<file path="config.mk">
export PLATFORM = sky130hd
export DESIGN_NAME = credit_flow_control_nport
export DESIGN_NICKNAME = d
export VERILOG_FILES = /design/src/rtl/credit_flow_control_nport_pkg.sv /design/src/rtl/credit_flow_control_nport_credit_counter.sv /design/src/rtl/credit_flow_control_nport.sv
export SDC_FILE = /design/constraint.sdc
export NUM_CORES = 1
export LEC_CHECK = 0
export ABC_CLOCK_PERIOD_IN_PS = 5100
export BUFFER_PORTS_ARGS = -buffer_cell sky130_fd_sc_hd__buf_2
export CAP_MARGIN = 20
export CELL_PAD_IN_SITES_DETAIL_PLACEMENT = 1
export CELL_PAD_IN_SITES_GLOBAL_PLACEMENT = 1
export CORE_ASPECT_RATIO = 1.25
export CORE_MARGIN = 4
export CORE_UTILIZATION = 35
export CTS_CLUSTER_SIZE = 16
export DETAILED_ROUTE_END_ITERATION = 6
export GPL_ROUTABILITY_DRIVEN = 0
export PLACE_DENSITY = 0.77
export SLEW_MARGIN = 15
export SYNTH_ARGS = -nofsm -noshare
export SYNTH_HDL_FRONTEND = slang
export SYNTH_SLANG_ARGS = --single-unit
</file>
<file path="constraint.sdc">
create_clock -name clk -period 5.1 [get_ports clk]
set_clock_uncertainty 0.2 [all_clocks]
set_input_delay 0.765 -clock clk [delete_from_list [all_inputs] [get_ports clk]]
set_output_delay 0.765 -clock clk [all_outputs]
set_load 0.02 [all_outputs]
</file>
<file path="src/rtl/credit_flow_control_nport_pkg.sv">
// rtl/credit_flow_control_nport_pkg.sv - shared port encodings and defaults for the credit flow control
package credit_flow_control_nport_pkg;

    localparam int SW_X1    = 0;
    localparam int SW_X2    = 1;
    localparam int SW_Y1    = 2;
    localparam int SW_LOCAL = 3;

    localparam logic [2:0] SW_NONE = 3'b111;

    localparam int DEFAULT_CREDIT_DEPTH = 4;

endpackage

</file>
<file path="src/rtl/credit_flow_control_nport_credit_counter.sv">
// rtl/credit_flow_control_nport_credit_counter.sv - per-output saturating credit counter with sticky overflow flag
module credit_counter #(
    parameter int DEPTH = 4,
    parameter int CNT_W = 3
) (
    input  logic             clk,
    input  logic             rst,
    input  logic             dec,
    input  logic             inc,
    output logic [CNT_W-1:0] cnt,
    output logic             err
);

    localparam logic [CNT_W-1:0] FULL = CNT_W'(DEPTH);

    always_ff @(posedge clk) begin
        if (rst) begin
            cnt <= FULL;
            err <= 1'b0;
        end else begin
            case ({inc, dec})
                2'b10: begin
                    // A return into a full counter means the downstream over-reported space
                    if (cnt == FULL) err <= 1'b1;
                    else             cnt <= cnt + 1'b1;
                end
                2'b01: begin
                    if (cnt != '0) cnt <= cnt - 1'b1;
                end
                default: ;
            endcase
        end
    end

endmodule

</file>
<file path="src/rtl/credit_flow_control_nport.sv">
// rtl/credit_flow_control_nport.sv - credit-based pop gating with multicast and per-input stall watchdog
module credit_flow_control_nport
    import credit_flow_control_nport_pkg::*;
#(
    parameter int NUM_PORTS    = 4,
    parameter int SEL_W        = 3,
    parameter int CREDIT_DEPTH = DEFAULT_CREDIT_DEPTH,
    parameter int STALL_LIMIT  = 255,
    localparam int CNT_W       = $clog2(CREDIT_DEPTH + 1),
    localparam int STL_W       = $clog2(STALL_LIMIT + 1)
) (
    input  logic                       clk,
    input  logic                       rst,
    input  logic [NUM_PORTS*SEL_W-1:0] out_sw,
    input  logic [NUM_PORTS-1:0]       valid_in,
    input  logic [NUM_PORTS-1:0]       empty_in,
    input  logic [NUM_PORTS-1:0]       credit_in,
    output logic [NUM_PORTS-1:0]       en_in,
    output logic [NUM_PORTS-1:0]       en_fifo,
    output logic [NUM_PORTS-1:0]       send_out,
    output logic [NUM_PORTS*CNT_W-1:0] credit_cnt,
    output logic [NUM_PORTS-1:0]       credit_err,
    output logic [NUM_PORTS-1:0]       stall_alarm
);

    logic [NUM_PORTS-1:0] conn [NUM_PORTS];
    logic [CNT_W-1:0]     cnt  [NUM_PORTS];
    logic [STL_W-1:0]     stall_cnt [NUM_PORTS];
    logic [NUM_PORTS-1:0] ready;
    logic [NUM_PORTS-1:0] blocked;

    always_comb begin
        for (int o = 0; o < NUM_PORTS; o++) begin
            conn[o] = '0;
            for (int i = 0; i < NUM_PORTS; i++) begin
                conn[o][i] = (32'(out_sw[o*SEL_W +: SEL_W]) == i) &&
                             (32'(out_sw[o*SEL_W +: SEL_W]) < NUM_PORTS);
            end
        end
    end

    // Multicast is all-or-none: every connected output must hold a credit
    always_comb begin
        for (int i = 0; i < NUM_PORTS; i++) begin
            logic any_conn;
            logic all_credit;
            any_conn   = 1'b0;
            all_credit = 1'b1;
            for (int o = 0; o < NUM_PORTS; o++) begin
                if (conn[o][i]) begin
                    any_conn = 1'b1;
                    if (cnt[o] == '0) all_credit = 1'b0;
                end
            end
            ready[i] = any_conn & all_credit;
        end
    end

    always_comb begin
        en_in   = ~valid_in | ready;
        en_fifo = en_in & ~empty_in;
        blocked = valid_in & ~en_in;
        for (int o = 0; o < NUM_PORTS; o++) begin
            send_out[o] = |(conn[o] & valid_in & ready);
        end
    end

    for (genvar o = 0; o < NUM_PORTS; o++) begin : g_credit
        credit_counter #(
            .DEPTH (CREDIT_DEPTH),
            .CNT_W (CNT_W)
        ) u_credit_counter (
            .clk (clk),
            .rst (rst),
            .dec (send_out[o]),
            .inc (credit_in[o]),
            .cnt (cnt[o]),
            .err (credit_err[o])
        );
        assign credit_cnt[o*CNT_W +: CNT_W] = cnt[o];
    end

    always_ff @(posedge clk) begin
        for (int i = 0; i < NUM_PORTS; i++) begin
            if (rst || !blocked[i]) begin
                stall_cnt[i] <= '0;
            end else if (stall_cnt[i] != STL_W'(STALL_LIMIT)) begin
                stall_cnt[i] <= stall_cnt[i] + 1'b1;
            end
        end
    end

    // Counter saturates at the limit, so the alarm is a registered value
    always_comb begin
        for (int i = 0; i < NUM_PORTS; i++) begin
            stall_alarm[i] = (stall_cnt[i] == STL_W'(STALL_LIMIT));
        end
    end

endmodule

</file>
* Word-level counts from Yosys, hierarchy flattened
Memory sizes are Yosys's and may differ from the RTL's.
Cells that the tools add are included.
** Storage, ports and cells
- Word-level logic and storage cells :: 220
- Memories :: 1
- Register bits after elaboration :: 16
- Bits of input ports :: 26
- Memory bits (writable) :: 32
- Output and inout port bits :: 32
** Operators by class
- Bitwise logic cells :: 22
- Reductions and logical operators :: 52
- Muxes and demuxes :: 81
- Eq/ne operators :: 40
- Magnitude comparators :: 4
- $add $sub $neg :: 12
** Memories
- stall_cnt :: words 4, bits a word 8, rd ports 4, clocked after Yosys merged registers in 0, wr ports 4, RTL line credit_flow_control_nport.sv:28 : logic [STL_W-1:0] stall_cnt [NUM_PORTS];
** Operator list (number)
- 1-bit two-way mux :: 65
- 4-bit bitwise AND :: 10
- 8-bit by 1-bit adder with 8-bit output (second input constant) :: 4
- 8-bit equality test (second input constant) :: 4
- 8-bit two-way mux :: 4
- 8-bit inequality test (second input constant) :: 4
- 3-bit by 2-bit equality test with 1-bit output (second input constant) :: 8
- 3-bit zero test :: 8
- 3-bit two-way mux :: 8
- 3-bit case mux with 2 select lines :: 4
- 1-bit logical AND :: 16
- 4-bit OR reduction :: 4
- 3-bit by 1-bit adder with 3-bit output (second input constant) :: 4
- 3-bit by 1-bit equality test with 1-bit output (second input constant) :: 4
- 3-bit equality test (second input constant) :: 4
- 3-bit less-than comparator (second input constant) :: 4
- 4-bit NOT :: 3
- 3-bit AND reduction :: 4
- 3-bit nonzero test :: 4
- 3-bit by 1-bit subtractor with 3-bit output (second input constant) :: 4
- 2-bit by 1-bit equality test with 1-bit output (second input constant) :: 4
- 2-bit equality test (second input constant) :: 4
- 2-bit by 1-bit inequality test with 1-bit output (second input constant) :: 4
- 2-bit inequality test (second input constant) :: 4
- other kinds (7) :: 25

* Longest topological paths before layout
Gate-level depths: netlist (run 1).
- Depth after elaboration :: 18
- Depth in mapped cells :: 12
- Mapped depth without buffers :: 11

* Modules after synthesis
From an unflattened synthesis (run 1), not the netlist that was laid out.
** Second synthesis, totals
- Cell total of the unflattened synthesis :: 342
- Area total of the unflattened synthesis :: 3372.0 µm²
** Modules (own cells, without submodules)
- credit_flow_control_nport :: sequential area each 960.9 µm², times used 1, area each 2215.9 µm², cells an instance 230
- credit_counter :: sequential area each 80.1 µm², times used 4, area each 289.0 µm², cells an instance 28

* Worst setup path after synthesis (run 1)
No wires, ideal clock.
- Kind :: input to register
- Start :: input port out_sw[1]
- End :: register g_credit[0].u_credit_counter.cnt[2]
- Data required time :: 4776 ps
- Buffers on the path :: 0
- Stages on the path :: 10
- Library setup time :: 124 ps
- Slack :: 1649 ps
- Arrival time :: 3126 ps
- Cells stage by stage :: nor3b_1 or4_4 and3_1 mux4_2 nand3_1 xnor2_1 ha_1 inv_1 o22a_1 a2111o_1
** Between the ends
- Cells in the longest elaborated chain, start to end :: 15
- Elaborated cells on any way between the ends :: 67
- Those cells by class :: order compare: 1; eq/ne: 7; mux: 45; bitwise: 6; reduce/logical: 8
** Ends and longest elaborated chain
- start, declared :: RTL line credit_flow_control_nport.sv:14 : input logic [NUM_PORTS*SEL_W-1:0] out_sw,
- 3-bit less-than comparator (tied with other cells) :: RTL line credit_flow_control_nport.sv:37 : (32'(out_sw[o*SEL_W +: SEL_W]) < NUM_PORTS);
- 1-bit logical AND :: RTL line credit_flow_control_nport.sv:36 : conn[o][i] = (32'(out_sw[o*SEL_W +: SEL_W]) == i) &&
- 1-bit two-way mux :: RTL line credit_flow_control_nport.sv:50 : if (conn[o][i]) begin
- 1-bit two-way mux :: RTL line credit_flow_control_nport.sv:52 : if (cnt[o] == '0) all_credit = 1'b0;
- 1-bit two-way mux :: RTL line credit_flow_control_nport.sv:50
- 1-bit two-way mux :: RTL line credit_flow_control_nport.sv:52
- 1-bit two-way mux :: RTL line credit_flow_control_nport.sv:50
- 1-bit two-way mux :: RTL line credit_flow_control_nport.sv:52
- 1-bit two-way mux :: RTL line credit_flow_control_nport.sv:50
- 1-bit bitwise AND :: RTL line credit_flow_control_nport.sv:55 : ready[i] = any_conn & all_credit;
- 4-bit bitwise AND * :: RTL line credit_flow_control_nport.sv:64 : send_out[o] = |(conn[o] & valid_in & ready);
- 4-bit OR reduction * :: RTL line credit_flow_control_nport.sv:64
- 2-bit by 1-bit equality test with 1-bit output or 2-bit equality test (tied branches) :: RTL line credit_flow_control_nport_credit_counter.sv:21 : case ({inc, dec})
- 2-bit by 1-bit inequality test with 1-bit output (no line) (tied with other cells)
- 3-bit AND reduction (no line)
- end signal, assigned :: RTL line credit_flow_control_nport_credit_counter.sv:25 : else cnt <= cnt + 1'b1;
- end signal, assigned :: RTL line credit_flow_control_nport_credit_counter.sv:28 : if (cnt != '0) cnt <= cnt - 1'b1;
- end, declared :: RTL line credit_flow_control_nport_credit_counter.sv:10 : output logic [CNT_W-1:0] cnt,
Every way passes the cells marked *; elsewhere a longest branch is shown, timed or not.
A chain may end at the register's enable or synchronous reset.

* Worst setup path after layout (run 1)
- Start :: input port out_sw[3]
- End :: output port send_out[0]
** Between the ends
- Cells in the longest elaborated chain, start to end :: 10
- Elaborated cells on any way between the ends :: 47
- Those cells by class :: order compare: 1; eq/ne: 3; mux: 32; bitwise: 5; reduce/logical: 6
** Ends and longest elaborated chain
- 3-bit less-than comparator (tied with other cells) :: RTL line credit_flow_control_nport.sv:37
- 1-bit logical AND :: RTL line credit_flow_control_nport.sv:36
- 1-bit two-way mux :: RTL line credit_flow_control_nport.sv:50
- 1-bit two-way mux :: RTL line credit_flow_control_nport.sv:52
- 1-bit two-way mux :: RTL line credit_flow_control_nport.sv:50
- 1-bit two-way mux :: RTL line credit_flow_control_nport.sv:52
- 1-bit two-way mux :: RTL line credit_flow_control_nport.sv:50
- 1-bit bitwise AND :: RTL line credit_flow_control_nport.sv:55
- 4-bit bitwise AND * :: RTL line credit_flow_control_nport.sv:64
- 4-bit OR reduction * :: RTL line credit_flow_control_nport.sv:64
- end, declared :: RTL line credit_flow_control_nport.sv:20 : output logic [NUM_PORTS-1:0] send_out,
Marks and branches as above.

==> results.md, run 1 <==
* Pin count of the biggest net entering global routing at 26
* R2r setup slk at 1700 ps
* Worst hold path class: register to register
* Final core utilization at 41.5%
* Worst-skew pair later-pin latency at 290 ps
* PwrDens at 249 mW/mm^2
* Antenna Nets Post-Route at 0
* Syn Area/Cell at 8.98 um^2
* Critical path data arrival time at 2590 ps
* Synthesis-stage register bit count at 48
* First-pass GRT wire length at 14400 um
* DR iter-0 viols at 155
* Post-synthesis cell type count at 49
* Hold_buf cts at 0
* Min-delay src: g_credit[0].u_credit_counter.err
* Total global-route track usage at 16.4%
* Count leader, synth: nor2_1
* Worst Hold End: g_credit[0].u_credit_counter.err
* Nets at 451
* Compound-Gate Fraction of Synth Area at 12.9%
* Mapped Area at 0.00331 mm^2
* RSZ-0062 raised after global routing: no
* Total wire length at 8620 um
* Initial antenna violation count at 0
* Critical path class: input pin to output pin
* Vias per Instance at 5.38
* Clock buffer depth at 2
* Number of global-route vias before repair at 3030
* Status: finished clean
* TNS Setup at 0 ps
* Ant. Diodes at 0
* CP Buf/Inv Count at 2
* Hold path depth at 1
* Relative slew margins at 64.3%
* Crit path time final at 3560 ps
* Placeable Area at 0.00917 mm^2
* CP Capture Type: output pin
* Vias at 2909
* Mux cell area share after synthesis at 2.83%
* Synth Area in XOR/XNOR at 7.93%
* Placed Cells at 533
* TritonRoute pass-1 iters at 4
* Syn nets at 403
* Max Clk Rate at 281 MHz
* Tcrit/Tclk final at 69.8%
* Max-Cap Viols at 0
* Share of cells above drive strength 1 at 19.6%
* Worst VDD drop at 0.119 mV
* DIE HEIGHT at 117 um
* Postcts setup bufs at 0
* Cell family with most CP delay: multiplexers
* WP data required at 4140 ps
* Synth cell count leaders: nor2_1 (51), edfxtp_1 (32), nand2_1 (28), nand3_1 (23), inv_1 (22)
* Worst r2r src: g_credit[1].u_credit_counter.cnt[0]
* I/O pin count at 58
* CP Cell Sequence: buf_2 > and2_1 > a221oi_2 > nand3_1 > mux4_1 > nor2_1 > buf_2
* Initial Util at 36.1%
* Std-Cell Rows at 39
* CP Launch Type: input pin
* DIE AREA at 0.0111 mm^2
* R2R Path End: g_credit[2].u_credit_counter.cnt[2]
* Clk slew on worst S/H paths at 60 ps
* # DRC at 0
* Final max-slew violation count at 0
* GR Overflow Total at 0
* Post-synth EDFFs at 32
* Crit path largest cell delay at 550 ps
* Mapped Cells at 369
* Largest cells by area after synthesis: edfxtp_1 (29%), dfxtp_1 (9.7%), nor2_1 (5.8%)
* Cts bufs inserted at 5
* Maximum fanout along the worst path at 6
* Adder-Cell Fraction of Synth Area at 3.02%
* Avg WL per Cell at 15.9 um
* Post-synthesis simple-gate area fraction at 29.4%
* Sequential fraction of the synthesis area at 38.7%
* Pre-CTS setup slack at 1320 ps
* Final WS setup at 1540 ps
* Top cell type's share of synthesized area at 29.0%
* Setup-failing EPs final at 0
* Largest family of logic cells by synthesized area: simple AND/OR/NAND/NOR gates
* Die W at 95.0 um
* Syn. warnings at 0
* Final hold viol count at 0
* Port bufs at 57
* Pleak at 1.53 nW
* Critical path's most frequent cell: buf_2
* Area Overhead vs Synth at 14.8%
* H-tree depth at 2
* Crit path from: out_sw[3]
* Hpwl dp at 6810 um
* Synth async-reset ratio at 0%
* Slew @ Worst Pin at 535 ps
* Ys flop type: edfxtp_1
* Max stage delay cell, worst path: mux4_1
* Clock tree sinks at 48
* Yosys top cell by area: edfxtp_1
* CTS Root Cell: clkbuf_16
* Worst reg2reg path depth at 10
* Fin cells at 541
* Post-CTS resize count at 0
* CTS tree: done
## power breakdown
group,switching [mW],internal (mW),leakage (nW)
clock network,0.152,0.181,0.0716
registers,0.0166,0.423,0.524
logic,0.110,0.0661,0.935
total,0.278,0.670,1.53
## sequential cells by signal (all words and copies together), names as in the netlist
signal	cells
g_credit.u_credit_counter.err	4
g_credit.u_credit_counter.cnt	12
stall_cnt	32
## metrics by stage
stage / hold slack [ps] / total power, mW / area [um^2]
floorplan: 238 / 0.568 / 3310
global placement: 250 / 0.619 / 3660
detailed placement: 260 / 0.624 / 3660
CTS: 276 / 0.961 / 3800
global route: 287 / 0.995 / 3800
finish: 268 / 0.949 / 3800
## worst max-delay path by stage
stage | endpoint | slack [ps] | depth (start not counted)
global route | send_out[0] | 1420 | 7
detailed placement | g_credit[2].u_credit_counter.cnt[2] | 1320 | 11
finish | send_out[0] | 1540 | 7
global placement | g_credit[2].u_credit_counter.cnt[2] | 1400 | 11
CTS | send_out[2] | 1550 | 7
floorplan | g_credit[0].u_credit_counter.cnt[2] | 1650 | 10
## metal layers
metal,wire (um),vias to the layer above,share of wire (%),track usage (%)
met5,0,-,0,0
met4,180,0,2.1,6.35
met3,370,13,4.3,2.94
met2,4380,63,51,29.1
met1,3690,1393,43,19.7
li1,-,1440,-,-
## area by class of cell
cell class                 instances  area, um^2
clock buffer                       5         125
clock inverter                     3        17.5
fill                            1123        5370
inverter                          22        82.6
multi-input combinational        283        1860
sequential                        48        1280
tap                              123         154
timing repair buffer              57         285
## cell usage in the layout (no fill, tap or decap), types with 15 or more instances in the layout
master    netlist  layout
xnor2_1        15      15
nand2_1        28      28
buf_2           2      57
nor2_1         51      51
inv_1          22      22
edfxtp_1       32      32
xor2_1         15      15
nand3_1        23      23
dfxtp_1        16      16
## cells by family (layout without fill, tap and decap cells)
| kind of cell | after synthesis | count (layout) |
|---|---|---|
| DFF | 48 | 48 |
| muxes | 4 | 4 |
| buffers and inverters | 38 | 87 |
| adders and majority gates | 8 | 8 |
| and+or+nand+nor | 184 | 184 |
| AOI/OAI and AO/OA | 57 | 57 |
| xor gates and xnor gates | 30 | 30 |
Power figures use the tool's default switching activity.
==> inputs of run 2 (changes only) <==
--- a/config.mk
+++ b/config.mk
@@ -5,7 +5,7 @@
 export SDC_FILE = /design/constraint.sdc
 export NUM_CORES = 1
 export LEC_CHECK = 0
-export ABC_CLOCK_PERIOD_IN_PS = 5100
+export ABC_CLOCK_PERIOD_IN_PS = 3300
 export BUFFER_PORTS_ARGS = -buffer_cell sky130_fd_sc_hd__buf_2
 export CAP_MARGIN = 20
 export CELL_PAD_IN_SITES_DETAIL_PLACEMENT = 1
==> constraint.sdc (replaced) <==
create_clock -name clk -period 3.3 [get_ports clk]
set_clock_uncertainty 0.2 [all_clocks]
set_input_delay 0.495 -clock clk [delete_from_list [all_inputs] [get_ports clk]]
set_output_delay 0.495 -clock clk [all_outputs]
set_load 0.02 [all_outputs]
==> results.md, run 2 (synthesized netlist as in run 1, its figures left out) <==
* RSZ-0062 raised after global routing: no (unchanged)
* Relative slew margins at 65.4% (was 64.3%)
* Nets at 479 (was 451)
* Detail Route met3 WL at 417 um (was 370 um)
* Placement Cell Area at 0.00387 mm^2 (was 0.00366 mm^2)
* Placeable Area at 0.00917 mm^2 (unchanged)
* I/O pin count at 58 (unchanged)
* DIE HEIGHT at 117 um (unchanged)
* Critical path data arrival time at 2470 ps (was 2590 ps)
* CP Capture Type: output pin (unchanged)
* Setup-failing EPs final at 0 (unchanged)
* Worst hold path class: register to register (unchanged)
* Hold_buf cts at 0 (unchanged)
* M1 WL at 3840 um (was 3690 um)
* Final WS setup at 134 ps (was 1540 ps)
* Number of global-route vias before repair at 3190 (was 3030)
* TNS Setup at 0 ps (unchanged)
* Pin count of the biggest net entering global routing at 26 (unchanged)
* Final max-slew violation count at 0 (unchanged)
* Std-Cell Rows at 39 (unchanged)
* Cts bufs inserted at 5 (unchanged)
* Slew @ Worst Pin at 520 ps (was 535 ps)
* Crit path time final at 3170 ps
* PwrDens at 368 mW/mm^2 (was 249 mW/mm^2)
* Initial antenna violation count at 0 (unchanged)
* Status: finished clean (unchanged)
* Clk slew on worst S/H paths at 70 ps (was 60 ps)
* Placed Cells at 561 (was 533)
* CTS tree: done (unchanged)
* Ant. Diodes at 0 (unchanged)
* TritonRoute pass-1 iters at 6 (was 4)
* Port bufs at 57 (unchanged)
* DR iter-0 viols at 153 (was 155)
* Area Overhead vs Synth at 21.5% (was 14.8%)
* Max reg flops at 32 (unchanged)
* Commonest cells after routing, fill and taps aside: buf_2 (57), nor2_1 (50), edfxtp_1 (32) (was buf_2 (57), nor2_1 (51), edfxtp_1 (32))
* Most flops, register: stall_cnt (unchanged)
* DIE AREA at 0.0111 mm^2 (unchanged)
* CTS Root Cell: clkbuf_16 (unchanged)
* GR Overflow Total at 0 (unchanged)
* Final core utilization at 43.9% (was 41.5%)
* Top sig layer: met4 (unchanged)
* Regs by FF count: stall_cnt (32), g_credit.u_credit_counter.cnt (12), g_credit.u_credit_counter.err (4) (unchanged)
* Pre-CTS setup slack at -82.7 ps (was 1320 ps)
* Worst VDD drop at 0.171 mV (was 0.119 mV)
* First-pass GRT wire length at 15200 um (was 14400 um)
* Vias per Instance at 5.35 (was 5.38)
* Maximum fanout along the worst path at 8 (was 6)
* Power Total at 1.48 mW (was 0.949 mW)
* Critical path class: register to output pin (was input pin to output pin)
* Commonest non-fill, non-tap cell in the layout: buf_2 (unchanged)
* Worst hold slack at 270 ps (was 268 ps)
* Hpwl dp at 7180 um (was 6810 um)
* Fin area at 0.00403 mm^2 (was 0.00380 mm^2)
* H-tree depth at 2 (unchanged)
* WP data required at 2600 ps (was 4140 ps)
* Vias at 3041 (was 2909)
* Max Clk Rate at 316 MHz
* Met2 WL at 4620 um (was 4380 um)
* Clock tree sinks at 48 (unchanged)
* Total wire length at 9070 um (was 8620 um)
* Initial Util at 36.1% (unchanged)
* Fin cells at 568 (was 541)
* Tcrit/Tclk final at 95.9%
* Avg WL per Cell at 16.0 um (was 15.9 um)
* # DRC at 0 (unchanged)
* Pleak at 1.66 nW (was 1.53 nW)
* CP Launch Type: register (was input pin)
* Max-Cap Viols at 0 (unchanged)
* Clock buffer depth at 2 (unchanged)
* Postcts setup bufs at 0 (unchanged)
* Share of cells above drive strength 1 at 25.6% (was 19.6%)
* Die W at 95.0 um (unchanged)
* Antenna Nets Post-Route at 0 (unchanged)
* Final hold viol count at 0 (unchanged)
* Worst-skew pair later-pin latency at 290 ps (about the same)
* Total global-route track usage at 17.1% (was 16.4%)
-- run 2: area by class of cell --
cell class | instances | area, um^2
well taps | 123 | 154
multi-input cells | 283 | 1870
fillers | 1140 | 5150
repair buffers | 85 | 495
inverters | 22 | 82.6
flip-flops and latches | 48 | 1290
clock buffers | 5 | 125
clock inverters | 2 | 12.5
-- run 2: path summary, 6_finish.rpt --
path	startpoint	slack, ps	depth (start not counted)	endpoint
max	g_credit[1].u_credit_counter.cnt[2]	130	8	send_out[0]
min	g_credit[0].u_credit_counter.err	270	1	g_credit[0].u_credit_counter.err
max reg2reg	g_credit[0].u_credit_counter.cnt[1]	160	10	g_credit[0].u_credit_counter.cnt[2]
min reg2reg	g_credit[0].u_credit_counter.err	270	1	g_credit[0].u_credit_counter.err
-- run 2: metal layers --
metal,global-route usage (%),vias up
met4,6.54,0
li1,-,1493
met3,3.58,18
met1,20.2,1457
met5,0,-
met2,30.4,73
-- run 2: critical path, stage by stage, from the launching register on --
cell	delay, ps
dfxtp_2	420
nor4_4	60
buf_4	170
a221oi_4	310
buf_4	170
nand3_1	110
mux4_1	590
nor2_2	160
buf_2	190
-- run 2: repair_timing --
| action | in CTS | in global routing |
|---|---|---|
| cloned | 0 | 0 |
| gates resized for setup | 3 | 3 |
| endpoints found under the setup margin | 1 | 1 |
-- run 2: power breakdown --
part           internal, mW  switching (mW)
registers             0.655          0.0233
logic                 0.123           0.179
clock network         0.276           0.228
total                  1.05           0.430
==> inputs of run 3 (changes only) <==
--- a/config.mk
+++ b/config.mk
@@ -12,11 +12,11 @@
 export CELL_PAD_IN_SITES_GLOBAL_PLACEMENT = 1
 export CORE_ASPECT_RATIO = 1.25
 export CORE_MARGIN = 4
-export CORE_UTILIZATION = 35
+export CORE_UTILIZATION = 43
 export CTS_CLUSTER_SIZE = 16
 export DETAILED_ROUTE_END_ITERATION = 6
 export GPL_ROUTABILITY_DRIVEN = 0
-export PLACE_DENSITY = 0.77
+export PLACE_DENSITY = 0.9
 export SLEW_MARGIN = 15
 export SYNTH_ARGS = -nofsm -noshare
 export SYNTH_HDL_FRONTEND = slang
==> results.md, run 3 (synthesized netlist as in run 1, its figures left out) <==
* First-pass GRT wire length at 15900 um (was 15200 um)
* Regs by FF count: stall_cnt (32), g_credit.u_credit_counter.cnt (12), g_credit.u_credit_counter.err (4) (unchanged)
* Final hold viol count at 0 (unchanged)
* Slew @ Worst Pin at 542 ps (was 520 ps)
* Final core utilization at 52.9% (was 43.9%)
* Sw power at 0.415 mW (was 0.430 mW)
* Relative slew margins at 62.9% (was 65.4%)
* Area Overhead vs Synth at 18.8% (was 21.5%)
* Most flops, register: stall_cnt (unchanged)
* Placement Cell Area at 0.00382 mm^2 (was 0.00387 mm^2)
* Hpwl dp at 7380 um (was 7180 um)
* Initial Util at 44.5% (was 36.1%)
* Nets at 478 (was 479)
* Critical path class: register to register (was register to output pin)
* Std-Cell Rows at 35 (was 39)
* Clock power frac at 26.2% (was 33.9%)
* Commonest non-fill, non-tap cell in the layout: buf_2 (unchanged)
* Status: finished clean (unchanged)
* Crit path largest cell delay at 490 ps (was 590 ps)
* Vias per Instance at 5.88 (was 5.35)
* Crit path time final at 3180 ps (was 3170 ps)
* Pin count of the biggest net entering global routing at 26 (unchanged)
* DR iter-0 viols at 219 (was 153)
* Placeable Area at 0.00744 mm^2 (was 0.00917 mm^2)
* TritonRoute pass-1 iters at 5 (was 6)
* Clock tree sinks at 48 (unchanged)
* H-tree depth at 2 (unchanged)
* Share of cells above drive strength 1 at 27.0% (was 25.6%)
* Cts bufs inserted at 5 (unchanged)
* CP Capture Type: register (was output pin)
* Power Total at 1.34 mW (was 1.48 mW)
* CP Cell Sequence: or3_1 > o22a_2 > and3_1 > mux4_2 > nand3_1 > xnor2_1 > ha_2 > inv_1 > o22a_1 > a2111o_1 (was nor4_4 > buf_4 > a221oi_4 > buf_4 > nand3_1 > mux4_1 > nor2_2 > buf_2)
* Antenna Nets Post-Route at 0 (unchanged)
* Max Clk Rate at 314 MHz (was 316 MHz)
* Final max-slew violation count at 0 (unchanged)
* DIE HEIGHT at 106 um (was 117 um)
* Commonest cells after routing, fill and taps aside: buf_2 (57), nor2_1 (50), edfxtp_1 (32) (unchanged)
* Die W at 86.5 um (was 95.0 um)
* Clock buffer depth at 2 (unchanged)
* Initial antenna violation count at 0 (unchanged)
* # DRC at 0 (unchanged)
* Max reg flops at 32 (unchanged)
* Critical path data arrival time at 3170 ps (was 2470 ps)
* Tcrit/Tclk final at 96.4% (was 95.9%)
* Worst VDD drop at 0.150 mV (was 0.171 mV)
* DIE AREA at 0.00919 mm^2 (was 0.0111 mm^2)
* Pleak at 1.63 nW (was 1.66 nW)
* Clk slew on worst S/H paths at 90 ps (was 70 ps)
* GR Overflow Total at 0 (unchanged)
* Comb power frac at 22.9% (was 20.4%)
* Total global-route track usage at 21.3% (was 17.1%)
* Pre-CTS setup slack at -77.1 ps (was -82.7 ps)
* Total wire length at 9580 um (was 9070 um)
* Max stage delay cell, worst path: mux4_2 (was mux4_1)
* CTS tree: done (unchanged)
* Int Pwr at 0.923 mW (was 1.05 mW)
* Sw Ratio at 31.0% (was 29.0%)
* Hold_buf cts at 0 (unchanged)
* Maximum fanout along the worst path at 7 (was 8)
* Ant. Diodes at 0 (unchanged)
* Avg WL per Cell at 17.9 um (was 16.0 um)
* Port bufs at 57 (unchanged)
* Vias at 3151 (was 3041)
* Max-Cap Viols at 0 (unchanged)
* Seq pwr share at 50.8% (was 45.7%)
* PwrDens at 340 mW/mm^2 (was 368 mW/mm^2)
* Number of global-route vias before repair at 3402 (was 3190)
* CP Launch Type: register (unchanged)
* WP data required at 3290 ps (was 2600 ps)
* Setup-failing EPs final at 0 (unchanged)
* I/O pin count at 58 (unchanged)
* Postcts setup bufs at 0 (unchanged)
* CTS Root Cell: clkbuf_8 (was clkbuf_16)
* Fin area at 0.00394 mm^2 (was 0.00403 mm^2)
* Post-CTS resize count at 0 (was 3)
* Worst hold path class: register to register (unchanged)
* Worst-skew pair later-pin latency at 310 ps (was 290 ps)
* Final WS setup at 118 ps (was 134 ps)
-- run 3: cell types whose count changed in the layout (fill, tap and decap cells not counted), sizes merged --
| cell | before | now |
|---|---|---|
| buf | 85 | 84 |
-- run 3: final timing paths --
check                                      startpoint                                  end  slack [ps]  cells after the start
setup reg to reg  g_credit[2].u_credit_counter.cnt[0]  g_credit[0].u_credit_counter.cnt[2]         120                     10
hold / removal       g_credit[2].u_credit_counter.err     g_credit[2].u_credit_counter.err         280                      1
hold reg to reg      g_credit[2].u_credit_counter.err     g_credit[2].u_credit_counter.err         280                      1
setup / recovery  g_credit[2].u_credit_counter.cnt[0]  g_credit[0].u_credit_counter.cnt[2]         120                     10
-- run 3: power by group through the flow --
stage	clock [mW]	sequential, mW	combinational (mW)
floorplan	0	0.697	0.181
finish	0.351	0.680	0.307
global route	0.379	0.683	0.337
detailed placement	0	0.691	0.303
global placement	0	0.690	0.291
CTS	0.354	0.678	0.305
-- run 3: worst max-delay path, delay by kind of cell (launching register included) --
family	cells	cell delay (ps)
AO/OA/AOI/OAI	3	850
XOR/XNOR	1	130
adder cells (fa/ha/maj)	1	210
buffers and inverters	1	60
flip-flops	1	370
multiplexers	1	490
AND/OR/NAND/NOR	3	760
-- run 3: final cells by class --
class	instances	area, um^2
fill	945	3510
multi-input combinational	283	1880
sequential	48	1290
timing repair buffer	84	488
tap	92	115
inverter	22	82.6
clock buffer	5	68.8
clock inverter	2	12.5
-- run 3: per-stage QoR --
| step | instances | hold WS (ps) | setup TNS (ps) |
|---|---|---|---|
| 2_1_floorplan | 369 | 238 | 0 |
| 3_3_place_gp | 529 | 249 | 0 |
| 3_5_place_dp | 529 | 262 | -129 |
| 4_1_cts | 536 | 283 | 0 |
| 5_1_grt | 536 | 308 | -11.5 |
| 6_report | 536 | 278 | 0 |
-- run 3: per-layer routing --
layer  global-route usage [%]  wire length, um
met1                     24.5             3830
met2                     38.8             5110
met3                     2.95              353
met4                     8.80              286
met5                        0                0
